### config.mk
export PLATFORM = sky130hd
export DESIGN_NAME = share_encoder3
export DESIGN_NICKNAME = d
export VERILOG_FILES = /design/src/rtl/share_encoder3.sv
export SDC_FILE = /design/constraint.sdc
export NUM_CORES = 1
export LEC_CHECK = 0
export CAP_MARGIN = 15
export CORE_MARGIN = 3
export CORE_UTILIZATION = 45
export CTS_BUF_LIST = sky130_fd_sc_hd__clkbuf_16
export CTS_CLUSTER_DIAMETER = 30
export CTS_CLUSTER_SIZE = 8
export DETAILED_ROUTE_END_ITERATION = 16
export GPL_ROUTABILITY_DRIVEN = 0
export GPL_TIMING_DRIVEN = 0
export PLACE_DENSITY_LB_ADDON = 0.05
export SYNTH_ARGS = -nofsm -noshare
export SYNTH_HDL_FRONTEND = slang
export SYNTH_SLANG_ARGS = --single-unit
### constraint.sdc
create_clock -name clk -period 3.15 [get_ports clk]
set_input_delay 0.63 -clock clk [delete_from_list [all_inputs] [get_ports clk]]
set_output_delay 0.63 -clock clk [all_outputs]
set_load 0.03 [all_outputs]
### src/rtl/share_encoder3.sv
// Three-share masking encoder: splits a 2-bit plain word (a, b) into three
// Boolean shares plus fresh randomness for a 3-share DOM AND, driven by a 16-bit LFSR.
module share_encoder3 (
  input  logic        clk,
  input  logic        rst_n,
  input  logic        seed_load,
  input  logic [15:0] seed,
  input  logic        in_valid,
  output logic        in_ready,
  input  logic [1:0]  in_data,
  output logic        out_valid,
  input  logic        out_ready,
  output logic [1:0]  os0,
  output logic [1:0]  os1,
  output logic [1:0]  os2,
  output logic [2:0]  refreshing,
  output logic [7:0]  word_count
);

  typedef enum logic [0:0] {
    UNSEEDED = 1'b0,
    RUN      = 1'b1
  } state_t;

  localparam logic [15:0] ZERO_SEED_SUB = 16'hACE1;

  state_t      state_r;
  state_t      state_nxt_s;
  logic [15:0] lfsr_r;
  logic [15:0] lfsr_nxt_s;
  logic        out_valid_r;
  logic        out_valid_nxt_s;
  logic [1:0]  os0_r;
  logic [1:0]  os1_r;
  logic [1:0]  os2_r;
  logic [2:0]  refreshing_r;
  logic [7:0]  word_count_r;
  logic        in_ready_s;
  logic        accept_s;
  logic        consume_s;

  // Fibonacci step with taps 16, 14, 13, 11.
  function automatic logic [15:0] lfsr_step(input logic [15:0] s);
    return {s[14:0], s[15] ^ s[13] ^ s[12] ^ s[10]};
  endfunction

  // An all-zero seed would lock the LFSR, so it is substituted.
  function automatic logic [15:0] seed_fix(input logic [15:0] s);
    return (s == 16'h0000) ? ZERO_SEED_SUB : s;
  endfunction

  // Input/output handshake qualifiers.
  always_comb begin
    in_ready_s = (state_r == RUN) && !seed_load && (!out_valid_r || out_ready);
    accept_s   = in_valid && in_ready_s;
    consume_s  = out_valid_r && out_ready;
  end

  // Next-state logic for the seeding FSM.
  always_comb begin
    state_nxt_s = state_r;
    case (state_r)
      UNSEEDED: begin
        if (seed_load) begin
          state_nxt_s = RUN;
        end else begin
          state_nxt_s = UNSEEDED;
        end
      end
      RUN: begin
        state_nxt_s = RUN;
      end
      default: begin
        state_nxt_s = UNSEEDED;
      end
    endcase
  end

  // PRNG next value: load on seed_load, free-run in RUN, hold when unseeded.
  always_comb begin
    lfsr_nxt_s = lfsr_r;
    if (seed_load) begin
      lfsr_nxt_s = seed_fix(seed);
    end else if (state_r == RUN) begin
      lfsr_nxt_s = lfsr_step(lfsr_r);
    end else begin
      lfsr_nxt_s = lfsr_r;
    end
  end

  // Output word valid: set on accept, cleared on a consume with no refill.
  always_comb begin
    out_valid_nxt_s = out_valid_r;
    if (accept_s) begin
      out_valid_nxt_s = 1'b1;
    end else if (consume_s) begin
      out_valid_nxt_s = 1'b0;
    end else begin
      out_valid_nxt_s = out_valid_r;
    end
  end

  // FSM, PRNG and valid registers.
  always_ff @(posedge clk) begin
    if (!rst_n) begin
      state_r     <= UNSEEDED;
      lfsr_r      <= 16'h0000;
      out_valid_r <= 1'b0;
    end else begin
      state_r     <= state_nxt_s;
      lfsr_r      <= lfsr_nxt_s;
      out_valid_r <= out_valid_nxt_s;
    end
  end

  // Share capture uses the pre-advance LFSR value; shares hold until the next accept.
  always_ff @(posedge clk) begin
    if (!rst_n) begin
      os0_r        <= 2'b00;
      os1_r        <= 2'b00;
      os2_r        <= 2'b00;
      refreshing_r <= 3'b000;
    end else if (accept_s) begin
      os1_r        <= lfsr_r[1:0];
      os2_r        <= lfsr_r[3:2];
      os0_r        <= in_data ^ lfsr_r[1:0] ^ lfsr_r[3:2];
      refreshing_r <= lfsr_r[6:4];
    end else begin
      os0_r        <= os0_r;
      os1_r        <= os1_r;
      os2_r        <= os2_r;
      refreshing_r <= refreshing_r;
    end
  end

  // Consumed-word counter, wraps naturally at 256.
  always_ff @(posedge clk) begin
    if (!rst_n) begin
      word_count_r <= 8'd0;
    end else if (consume_s) begin
      word_count_r <= word_count_r + 8'd1;
    end else begin
      word_count_r <= word_count_r;
    end
  end

  assign in_ready   = in_ready_s;
  assign out_valid  = out_valid_r;
  assign os0        = os0_r;
  assign os1        = os1_r;
  assign os2        = os2_r;
  assign refreshing = refreshing_r;
  assign word_count = word_count_r;

endmodule

=== Yosys cells after proc, flatten, opt, wreduce, memory -nomap -nowiden ===
Cells that the tools add are included.

* Input port bits: 23
* Flip-flop bits (word level): 35
* Memory bits (read-only): 0
* Bits in writable memories: 0
* Latch bits: 0
* Output and inout port bits: 19
* Memories: 0

* Shifts and indexed selects: 0
* Div/mod/pow operators: 0
* Order comparisons: 0
* Mux-type cells: 7
* Add/subtract/negate cells: 1
* Equality and inequality tests: 0
* $mul: 0
* Bitwise gates (word level): 6
* Reductions and logical operators: 10

{| class="wikitable"
|+ Operators with widths
! operator !! count
|-
| 16-bit 2-to-1 mux || 3
|-
| 16-bit logical NOT || 1
|-
| 8-bit by 1-bit adder with 8-bit output (second input constant) || 1
|-
| 1-bit logical AND || 4
|-
| 2-bit nonzero test || 2
|-
| 2-bit bitwise XOR || 2
|-
| 1-bit 2-to-1 mux || 3
|-
| 1-bit bitwise XOR || 3
|-
| 1-bit logical NOT || 2
|-
| 1-bit case mux with 2 select lines || 1
|-
| 1-bit logical OR || 1
|-
| 1-bit inverter || 1
|}

=== Depth between registers and ports, before layout ===
Gate-level depths: netlist (run 1).

* Depth after elaboration: 5
* Mapped depth: 5
* Mapped depth without buffers: 5

=== Worst setup path after synthesis (run 1) ===
Ideal clock, no wire load.

* Path type: input to output
* From: in seed_load
* To: out in_ready
* Stages on the path: 3
* Path buffers: 2
* Required time: 2520 ps
* Arrival: 1373 ps
* Path slack: 1147 ps
* Path through: buf_2 -> clkbuf_1 -> and3b_1

* Cells in the longest elaborated chain, start to end: 3

{| class="wikitable"
|+ Ends and longest elaborated chain
! element !! line !! source
|-
| start, declared || 6 || <nowiki>input logic seed_load,</nowiki>
|-
| 1-bit logical NOT || 54 || <nowiki>in_ready_s = (state_r == RUN) && !seed_load && (!out_valid_r || out_ready);</nowiki>
|-
| 1-bit logical AND (2 in series) || 54 ||
|-
| end, declared || 9 || <nowiki>output logic in_ready,</nowiki>
|}

Every way passes these cells.

=== Final worst setup path (run 1) ===
* From: in out_ready
* To: out in_ready

* Cells in the longest elaborated chain, start to end: 2

{| class="wikitable"
|+ Ends and longest elaborated chain
! element !! line !! source
|-
| start, declared || 12 || <nowiki>input logic out_ready,</nowiki>
|-
| 1-bit logical OR || 54 ||
|-
| 1-bit logical AND || 54 ||
|}

Every way passes these cells.

==> flow_summary.toml, run 1 <==
[routing]
wl_per_cell_um = 14.9
vias = 1327
drt_iter0_markers = 25
wirelength_um = 3810
viasPerCell = 5.20
drc = 0
first_pass_iters = 4
antenna_left = 0

[die]
die_w_um = 66.2
initial_utilization_pct = 47.7
die_area_um2 = 4380
io_pins = 42
rows = 21
die_h_um = 66.2
core_area_um2 = 3420

[synth]
synth.top_cell.area_share_pct = 43.0
synthesis.nets = 185
synth-edff-count = 0
yosysTopAreaCell = "dfxtp_1"
synth.most_common_cell = "dfxtp_1"
synth_common_cells = "dfxtp_1, mux2i_1, and2_1"
synth-seq-area-share_pct = 43.0
synthArstFlopShare_pct = 0
synth-seq-cells = 35
syn_area_um2 = 1630
synthFlopType = "dfxtp_1"
avgSynthCellArea_um2 = 10.1
synthTopCellsByArea = "dfxtp_1, mux2i_1, o221a_1, xnor2_1, mux2_1"
synthCells = 161
ys_warn_count = 0
post_synth_num_cell_types = 34

[clocking]
cts_tree = "done"
insertion_delay_ns = 0.27
root_buffer = "clkbuf_16"
cts_sinks = 35
clockBufferDepth = 2
numCtsBuffers = 5
cts_resized = 0
cts_max_level = 2
path_clk_slew_ns = 0.05
cts_setup_buffers = 0
ctsHoldBuffers = 0

[critical_path]
cp-start-kind = "input pin"
end_kind = "output port"
crit_path_max_fanout = 6
crit_path_frequent_cell = "clkdlybuf4s50_1"
required_ns = 2.52
worstRegToRegCells = 4
r2r_start = "word_count[0]$_SDFFE_PN0P_"
path_class = "in2out"
r2r_setup_slack_ns = 1.79
timing.rr.end = "word_count[6]$_SDFFE_PN0P_"
crit_path_end = "in_ready"
crit_slowest_cell = "clkdlybuf4s50_1"
arrival_ns = 2.23
max_stage_delay_ns = 0.66
crit_path_start = "out_ready"
crit_chain = "clkdlybuf4s50_1 -> nand2b_1 -> and3b_1 -> clkdlybuf4s50_1"

[sta]
fmax_mhz = 350
worst_pin_slew_ns = 0.482
min_period_ns = 2.86
fin_skew_ns = 0.00319
slew_headroom_pct = 67.9
final_hold_viol_count = 0
fin_setup_tns_ns = 0
drv_slew = 0
final.setup.worst_slack_ns = 0.291
setup_viol = 0
fin_crit_sh_pct = 90.8
rsz0062_at_grt = "no"
holdWs_ns = 0.523

[pwr]
vdd_ir_drop_max_mv = 0.365
p_leak_nw = 0.889
power.density_nw_per_um2 = 478

[finish]
n_antenna_cell = 0
fin_cells = 255
drive_gt1_share_pct = 7.18
fill_cells = 300
nets = 232
flow.area_growth_from_synthesis_pct = 36.6

[place]
dpl.cell_count = 247
hpwl_um = 2780
io_buffers = 40
place_ws_ns = 0.296

[grt]
grt_util_all_layers_pct = 19.3
grtUsageMet3_pct = 5.44
grt_max_degree = 11
overflow = 0
grt_antenna_before_repair = 0
globalRoute.busiestLayer = "met2"
grt_pass1_vias = 1378
use_met2_pct = 33.5
grt_pass1_wl_um = 6330
use_met1_pct = 22.3

[min_path]
hold_path.class = "reg2reg"

[run_status]
status = "finished clean"

[run]
cap_violations = 0
==> critical path, delay by kind of cell <==
kind | cells | cell delay, ns
buffers and inverters | 2 | 1.23
and+or+nand+nor | 2 | 0.36
==> worst min-delay path by stage <==
stage                                     from                    endpoint  slack (ns)  cells past startpoint
floorplan               lfsr_r[5]$_SDFFE_PN0P_  refreshing[1]$_SDFFE_PN0P_        0.49                      2
global placement    word_count[6]$_SDFFE_PN0P_  word_count[6]$_SDFFE_PN0P_        0.48                      2
detailed placement         os1[1]$_SDFFE_PN0P_         os1[1]$_SDFFE_PN0P_        0.51                      2
CTS                        os0[0]$_SDFFE_PN0P_         os0[0]$_SDFFE_PN0P_        0.53                      2
global route        refreshing[1]$_SDFFE_PN0P_  refreshing[1]$_SDFFE_PN0P_        0.55                      2
finish                     os1[1]$_SDFFE_PN0P_         os1[1]$_SDFFE_PN0P_        0.52                      2
==> sequential cells by signal, summed over array words and instances, names as in the netlist <==
name	cells
lfsr_r	16
os0	2
os1	2
os2	2
out_valid	1
refreshing	3
state_r	1
word_count	8
==> routing by layer <==
metal	routed length [um]	part of all wire, %
met2	1870	49
met3	230	6.0
met1	1660	44
met4	37	0.97
met5	0	0
==> cell families after synthesis <==
| group | after synthesis | share of synthesized area, % |
|---|---|---|
| mux | 24 | 15.3 |
| fa+ha+maj | 1 | 0.768 |
| compound gates | 24 | 11.2 |
| simple gates | 54 | 19.7 |
| xor+xnor | 12 | 6.45 |
| buf+inv | 11 | 3.61 |
| flops | 35 | 43.0 |
==> layout make-up <==
| class | count | area (um^2) | share of cell area (%) |
|---|---|---|---|
| multi-input combinational | 115 | 870 | 39.1 |
| sequential | 35 | 701 | 31.5 |
| timing repair buffer | 40 | 400 | 18.0 |
| clock buffer | 5 | 125 | 5.62 |
| tap | 46 | 57.6 | 2.59 |
| buffer | 9 | 51.3 | 2.31 |
| clock inverter | 3 | 12.5 | 0.562 |
| inverter | 2 | 7.51 | 0.337 |
==> placed cells by master, fill, tap and decap left out, types with 3 or more instances in the layout <==
cell type	netlist	final
nor4_1	4	4
o221a_1	8	8
clkdlybuf4s50_1	0	40
o21ai_1	6	6
mux2_1	7	7
nand2_1	11	11
dfxtp_1	35	35
nand3_1	3	3
mux2i_1	17	17
clkbuf_16	0	5
a21boi_1	3	3
nor2b_1	10	10
xnor2_1	10	10
o21ai_0	4	4
and2_1	12	12
inv_1	2	4
clkbuf_1	4	4
==> where the power goes <==
| part | total (mW) | leakage, nW | internal, mW | switching [mW] |
|---|---|---|---|---|
| logic | 0.135 | 0.526 | 0.0755 | 0.0597 |
| clock network | 0.452 | 0.0762 | 0.285 | 0.167 |
| registers | 0.477 | 0.286 | 0.461 | 0.0156 |
==> stage by stage <==
stage	util [%]	power (mW)	instance area, um^2
final	65.1	1.06	2220
after global routing	65.1	1.11	2220
after CTS	65.1	1.08	2220
after detailed placement	61.1	0.620	2090
after global placement	61.1	0.616	2090
after floorplan	-	0.563	1630
No activity file was read; power rests on OpenSTA's default activity.
==> run 2, diff against run 1 <==
- CORE_UTILIZATION: 45 -> 43
- GPL_TIMING_DRIVEN: 0 -> unset
- clock period: 3.15 -> 2.5 ns (I/O delays scaled with it)
==> run 2 against run 1 <==
  * Design area decreased by 0.34%
  * Sequential share of layout area rose by 0.11 points
  * Setup slack improved by 0.11 ns
  * First-iteration DRC count increased by 8.0%
  * Via count fell by 3.8%
  * Largest cell class unchanged
  * Utilization fell by 1.7 points
  * Sequential power increased by 26%
  * Worst hold slack worse by 0.0098 ns
  * Largest power group unchanged
  * Non-clock buffer count down 3
  * Critical path depth stayed put
  * Flip-flop and latch count unchanged
==> flow_summary.toml, run 2 (synthesized netlist as in run 1, its figures left out) <==
[sta]
slew_headroom_pct = 73.8
fin_crit_sh_pct = 84.0
min_period_ns = 2.10
fin_setup_tns_ns = 0
rsz0062_at_grt = "no"
fmax_mhz = 476
fin_skew_ns = 0.00264
worst_pin_slew_ns = 0.390
drv_slew = 0
final_hold_viol_count = 0
holdWs_ns = 0.513
setup_viol = 0

[critical_path]
cp_top_family = "buffers and inverters"
worstRegToRegCells = 3
r2r_setup_slack_ns = 0.98
path_depth = 4
critical_path_buf_inv_count = 2
max_stage_delay_ns = 0.50
arrival_ns = 1.60
path_class = "in2out"
end_kind = "output port"
crit_path_start = "out_ready"
timing.rr.end = "lfsr_r[13]$_SDFFE_PN0P_"
required_ns = 2.00
cp-start-kind = "input pin"
crit_path_end = "in_ready"
crit_slowest_cell = "clkdlybuf4s50_1"
crit_path_max_fanout = 6
crit_chain = "clkdlybuf4s50_1 -> nand2b_1 -> and3b_1 -> buf_4"
r2r_start = "state_r$_SDFF_PN0_"

[die]
die_area_um2 = 4560
die_h_um = 67.6
die_w_um = 67.6
core_area_um2 = 3490
initial_utilization_pct = 46.6
rows = 21
io_pins = 42

[clocking]
numCtsBuffers = 5
cts_tree = "done"
clockBufferDepth = 2
insertion_delay_ns = 0.27
root_buffer = "clkbuf_16"
cts_setup_buffers = 0
path_clk_slew_ns = 0.05
cts_resized = 0
cts_sinks = 35
cts_max_level = 2
ctsHoldBuffers = 0

[finish]
drive_gt1_share_pct = 7.28
nets = 229
regMostFlops = "lfsr_r"
fill_cells = 303
layout_commonest_cell = "clkdlybuf4s50_1"
mostFrequentLayoutCells = "clkdlybuf4s50_1, dfxtp_1, mux2i_1, and2_1, nand2_1"
flow.area_growth_from_synthesis_pct = 36.1
n_antenna_cell = 0
largest_register_ff_count = 16

[routing]
drc = 0
viasPerCell = 5.07
vias = 1277
antenna_left = 0
wl_per_cell_um = 13.2
drt_iter0_markers = 27
wirelength_um = 3320
first_pass_iters = 4

[grt]
grt_pass1_wl_um = 5530
grt_antenna_before_repair = 0
grt_util_all_layers_pct = 16.4
grt_max_degree = 27
grt_pass1_vias = 1265
overflow = 0

[run]
cap_violations = 0

[place]
hpwl_um = 2580
io_buffers = 41

[min_path]
hold_path.class = "reg2reg"

[pwr]
vdd_ir_drop_max_mv = 0.403
power.density_nw_per_um2 = 598
p_leak_nw = 0.883

[run_status]
status = "finished clean"
==> run 2: metrics by stage <==
| step | area, um^2 | setup slack (ns) | power [mW] | utilization (%) | instances |
|---|---|---|---|---|---|
| after floorplan | 1630 | 0.757 | 0.709 | - | 161 |
| after global placement | 2080 | 0.420 | 0.773 | 59.5 | 244 |
| after detailed placement | 2080 | 0.421 | 0.778 | 59.5 | 244 |
| after CTS | 2220 | 0.414 | 1.35 | 63.4 | 252 |
| after global routing | 2220 | 0.345 | 1.38 | 63.4 | 252 |
| final | 2220 | 0.401 | 1.33 | 63.4 | 252 |
==> run 2: cell type report <==
class	instances	area (um^2)	area share, %
Clock buffer	5	125	5.64
Clock inverter	3	11.3	0.508
Inverter	2	7.51	0.339
Multi-Input combinational cell	115	870	39.2
Sequential cell	35	701	31.6
Tap cell	46	57.6	2.60
Timing Repair Buffer	46	445	20.1
==> run 2: worst register-to-register path, delay by kind of cell, from the launching register on <==
family          cells  cell delay [ns]
compound gates      1             0.23
buf+inv             1             0.29
flops               1             0.55
mux                 1             0.34
==> run 2: per-layer routing <==
layer / GRT usage [%] / vias up / routed length (um)
met5: 0 / - / 0
met4: 6.84 / 0 / 21
met3: 5.49 / 2 / 187
met2: 29.9 / 29 / 1690
met1: 16.9 / 587 / 1420
li1: - / 659 / -
==> run 2: how the worst min path moves through the flow <==
stage                                    start                    endpoint  cells after the start
finish              refreshing[0]$_SDFFE_PN0P_  refreshing[0]$_SDFFE_PN0P_                      2
global route        refreshing[0]$_SDFFE_PN0P_  refreshing[0]$_SDFFE_PN0P_                      2
CTS                 word_count[6]$_SDFFE_PN0P_  word_count[6]$_SDFFE_PN0P_                      2
detailed placement  word_count[6]$_SDFFE_PN0P_  word_count[6]$_SDFFE_PN0P_                      2
global placement    word_count[6]$_SDFFE_PN0P_  word_count[6]$_SDFFE_PN0P_                      2
floorplan               lfsr_r[5]$_SDFFE_PN0P_  refreshing[1]$_SDFFE_PN0P_                      2
==> run 2: report_power, final <==
group          internal, mW  leakage (nW)  switching, mW
sequential            0.582         0.286         0.0215
combinational        0.0949         0.527         0.0664
clock                 0.357        0.0701          0.205
==> run 3, diff against run 2 <==
- clock period: 2.5 -> 1.7 ns (I/O delays scaled with it)
==> run 3 against run 2 <==
  * Sequential share of layout area decreased by 1.7 points
  * Highest routed layer unchanged
  * Flip-flop and latch count unchanged
  * Via count increased by 2.0%
  * Total power increased by 74%
  * Register-to-register slack got worse by 0.60 ns
  * Cell count increased by 1.6%
  * Worst hold slack got worse by 0.089 ns
  * Utilization increased by 3.6 points
==> flow_summary.toml, run 3 (synthesized netlist as in run 1, its figures left out) <==
[die]
die_area_um2 = 4560
rows = 21
initial_utilization_pct = 46.6
die_h_um = 67.6
core_area_um2 = 3490
io_pins = 42
die_w_um = 67.6

[routing]
drc = 0
wirelength_um = 3600
antenna_left = 0
wl_per_cell_um = 14.1
vias = 1303
drt_iter0_markers = 35
first_pass_iters = 4
viasPerCell = 5.09

[critical_path]
cp_top_family = "buffers and inverters"
worstRegToRegCells = 5
r2r_start = "out_valid$_SDFFE_PN0P_"
crit_slowest_cell = "clkdlybuf4s50_1"
arrival_ns = 1.33
cp-start-kind = "register"
critical_path_buf_inv_count = 1
max_stage_delay_ns = 0.69
crit_chain = "clkdlybuf4s50_1"
crit_path_max_fanout = 4
r2r_setup_slack_ns = 0.38
end_kind = "output port"
timing.rr.end = "word_count[7]$_SDFFE_PN0P_"
path_class = "reg2out"
required_ns = 1.36

[finish]
nets = 233
drive_gt1_share_pct = 10.5
seq_area_um2 = 701
n_antenna_cell = 0
fin_cells = 256
largest_register_ff_count = 16
multi_input_area_um2 = 877
flow.area_growth_from_synthesis_pct = 43.8
regMostFlops = "lfsr_r"
mostFrequentLayoutCells = "clkdlybuf4s50_1, dfxtp_1, mux2i_1, and2_1, nand2_1"
fill_cells = 284

[sta]
min_period_ns = 1.67
fin_skew_ns = 0.00299
drv_slew = 0
setup_viol = 0
fmax_mhz = 599
final_hold_viol_count = 0
fin_setup_tns_ns = 0
slew_headroom_pct = 76.4
rsz0062_at_grt = "no"
fin_crit_sh_pct = 98.2
worst_pin_slew_ns = 0.351

[clocking]
numCtsBuffers = 5
root_buffer = "clkbuf_16"
path_clk_slew_ns = 0.05
cts_tree = "done"
cts_max_level = 2
cts_setup_buffers = 0
cts_sinks = 35
insertion_delay_ns = 0.28
clockBufferDepth = 2

[grt]
use_met2_pct = 30.4
overflow = 0
grt_antenna_before_repair = 0
grt_util_all_layers_pct = 18.1
use_met1_pct = 20.6
grt_pass1_wl_um = 6000
grt_max_degree = 36
globalRoute.busiestLayer = "met2"
grt_pass1_vias = 1294
grtUsageMet3_pct = 6.82

[pwr]
switching_share_pct = 20.2
pwr-share-seq_pct = 38.2
vdd_ir_drop_max_mv = 0.604
clockPowerShare_pct = 50.4
p_comb_share_pct = 11.4
power.density_nw_per_um2 = 985
p_leak_nw = 0.979
switchingPower_mw = 0.465
p_int_mw = 1.84

[min_path]
worstHoldPathCells = 3
min_to = "word_count[1]$_SDFFE_PN0P_"
hold_path.class = "in2reg"
worstHoldStart = "out_ready"

[place]
io_buffers = 41
dpl.cell_count = 248
hpwl_um = 2530

[run]
cap_violations = 0

[run_status]
status = "finished clean"
## run 3: changes by cell type in the layout (fill, tap and decap cells not counted)
cell and change:
buf_12 +3, clkinv_1 -2, buf_4 +1, bufinv_16 +2, nand2b_4 +1, dlygate4sd2_1 +4
clkdlybuf4s50_1 -5, nand2b_1 -1, dlymetal6s2s_1 +1
## run 3: routing by layer
metal,part of all wire (%),up-vias
met4,1.8,0
met1,46,592
met5,0,-
met2,47,39
li1,-,666
met3,5.8,6
## run 3: power by group through the flow
stage	clock (mW)	sequential, mW	combinational [mW]
final	1.16	0.881	0.263
after global routing	1.22	0.885	0.287
after CTS	1.18	0.881	0.266
after detailed placement	0	0.898	0.263
after global placement	0	0.896	0.257
after floorplan	0	0.902	0.141
## run 3: layout make-up
type | instances | area share (%)
clock buffers | 5 | 5.34
clock inverters | 3 | 2.72
inverters | 2 | 0.321
multi-input cells | 115 | 37.4
flip-flops and latches | 35 | 29.9
well taps | 46 | 2.46
repair buffers | 50 | 21.8
## run 3: what timing repair did
item	CTS	global route
hold buffers	0	0
resized for setup	5	1
setup endpoints to repair	5	1
## run 3: how the worst max path moves through the flow
stage,startpoint,endpoint,cells past startpoint
detailed placement,out_ready,word_count[7]$_SDFFE_PN0P_,6
finish,word_count[6]$_SDFFE_PN0P_,word_count[6],1
CTS,out_ready,in_ready,4
global route,word_count[6]$_SDFFE_PN0P_,word_count[6],1
floorplan,word_count[0]$_SDFFE_PN0P_,word_count[6]$_SDFFE_PN0P_,4
global placement,out_ready,word_count[7]$_SDFFE_PN0P_,6
## run 3: through the flow
step                setup WS, ns  hold slack, ns  utilization [%]  power (mW)  cell area (um^2)
floorplan                  0.265           0.468                -        1.04              1630
global placement          -0.109           0.478             61.5        1.15              2150
detailed placement        -0.114           0.503             61.5        1.16              2150
CTS                       0.0105           0.523             67.0        2.33              2340
global route            0.000266           0.450             67.0        2.39              2340
finish                    0.0313           0.424             67.0        2.31              2340
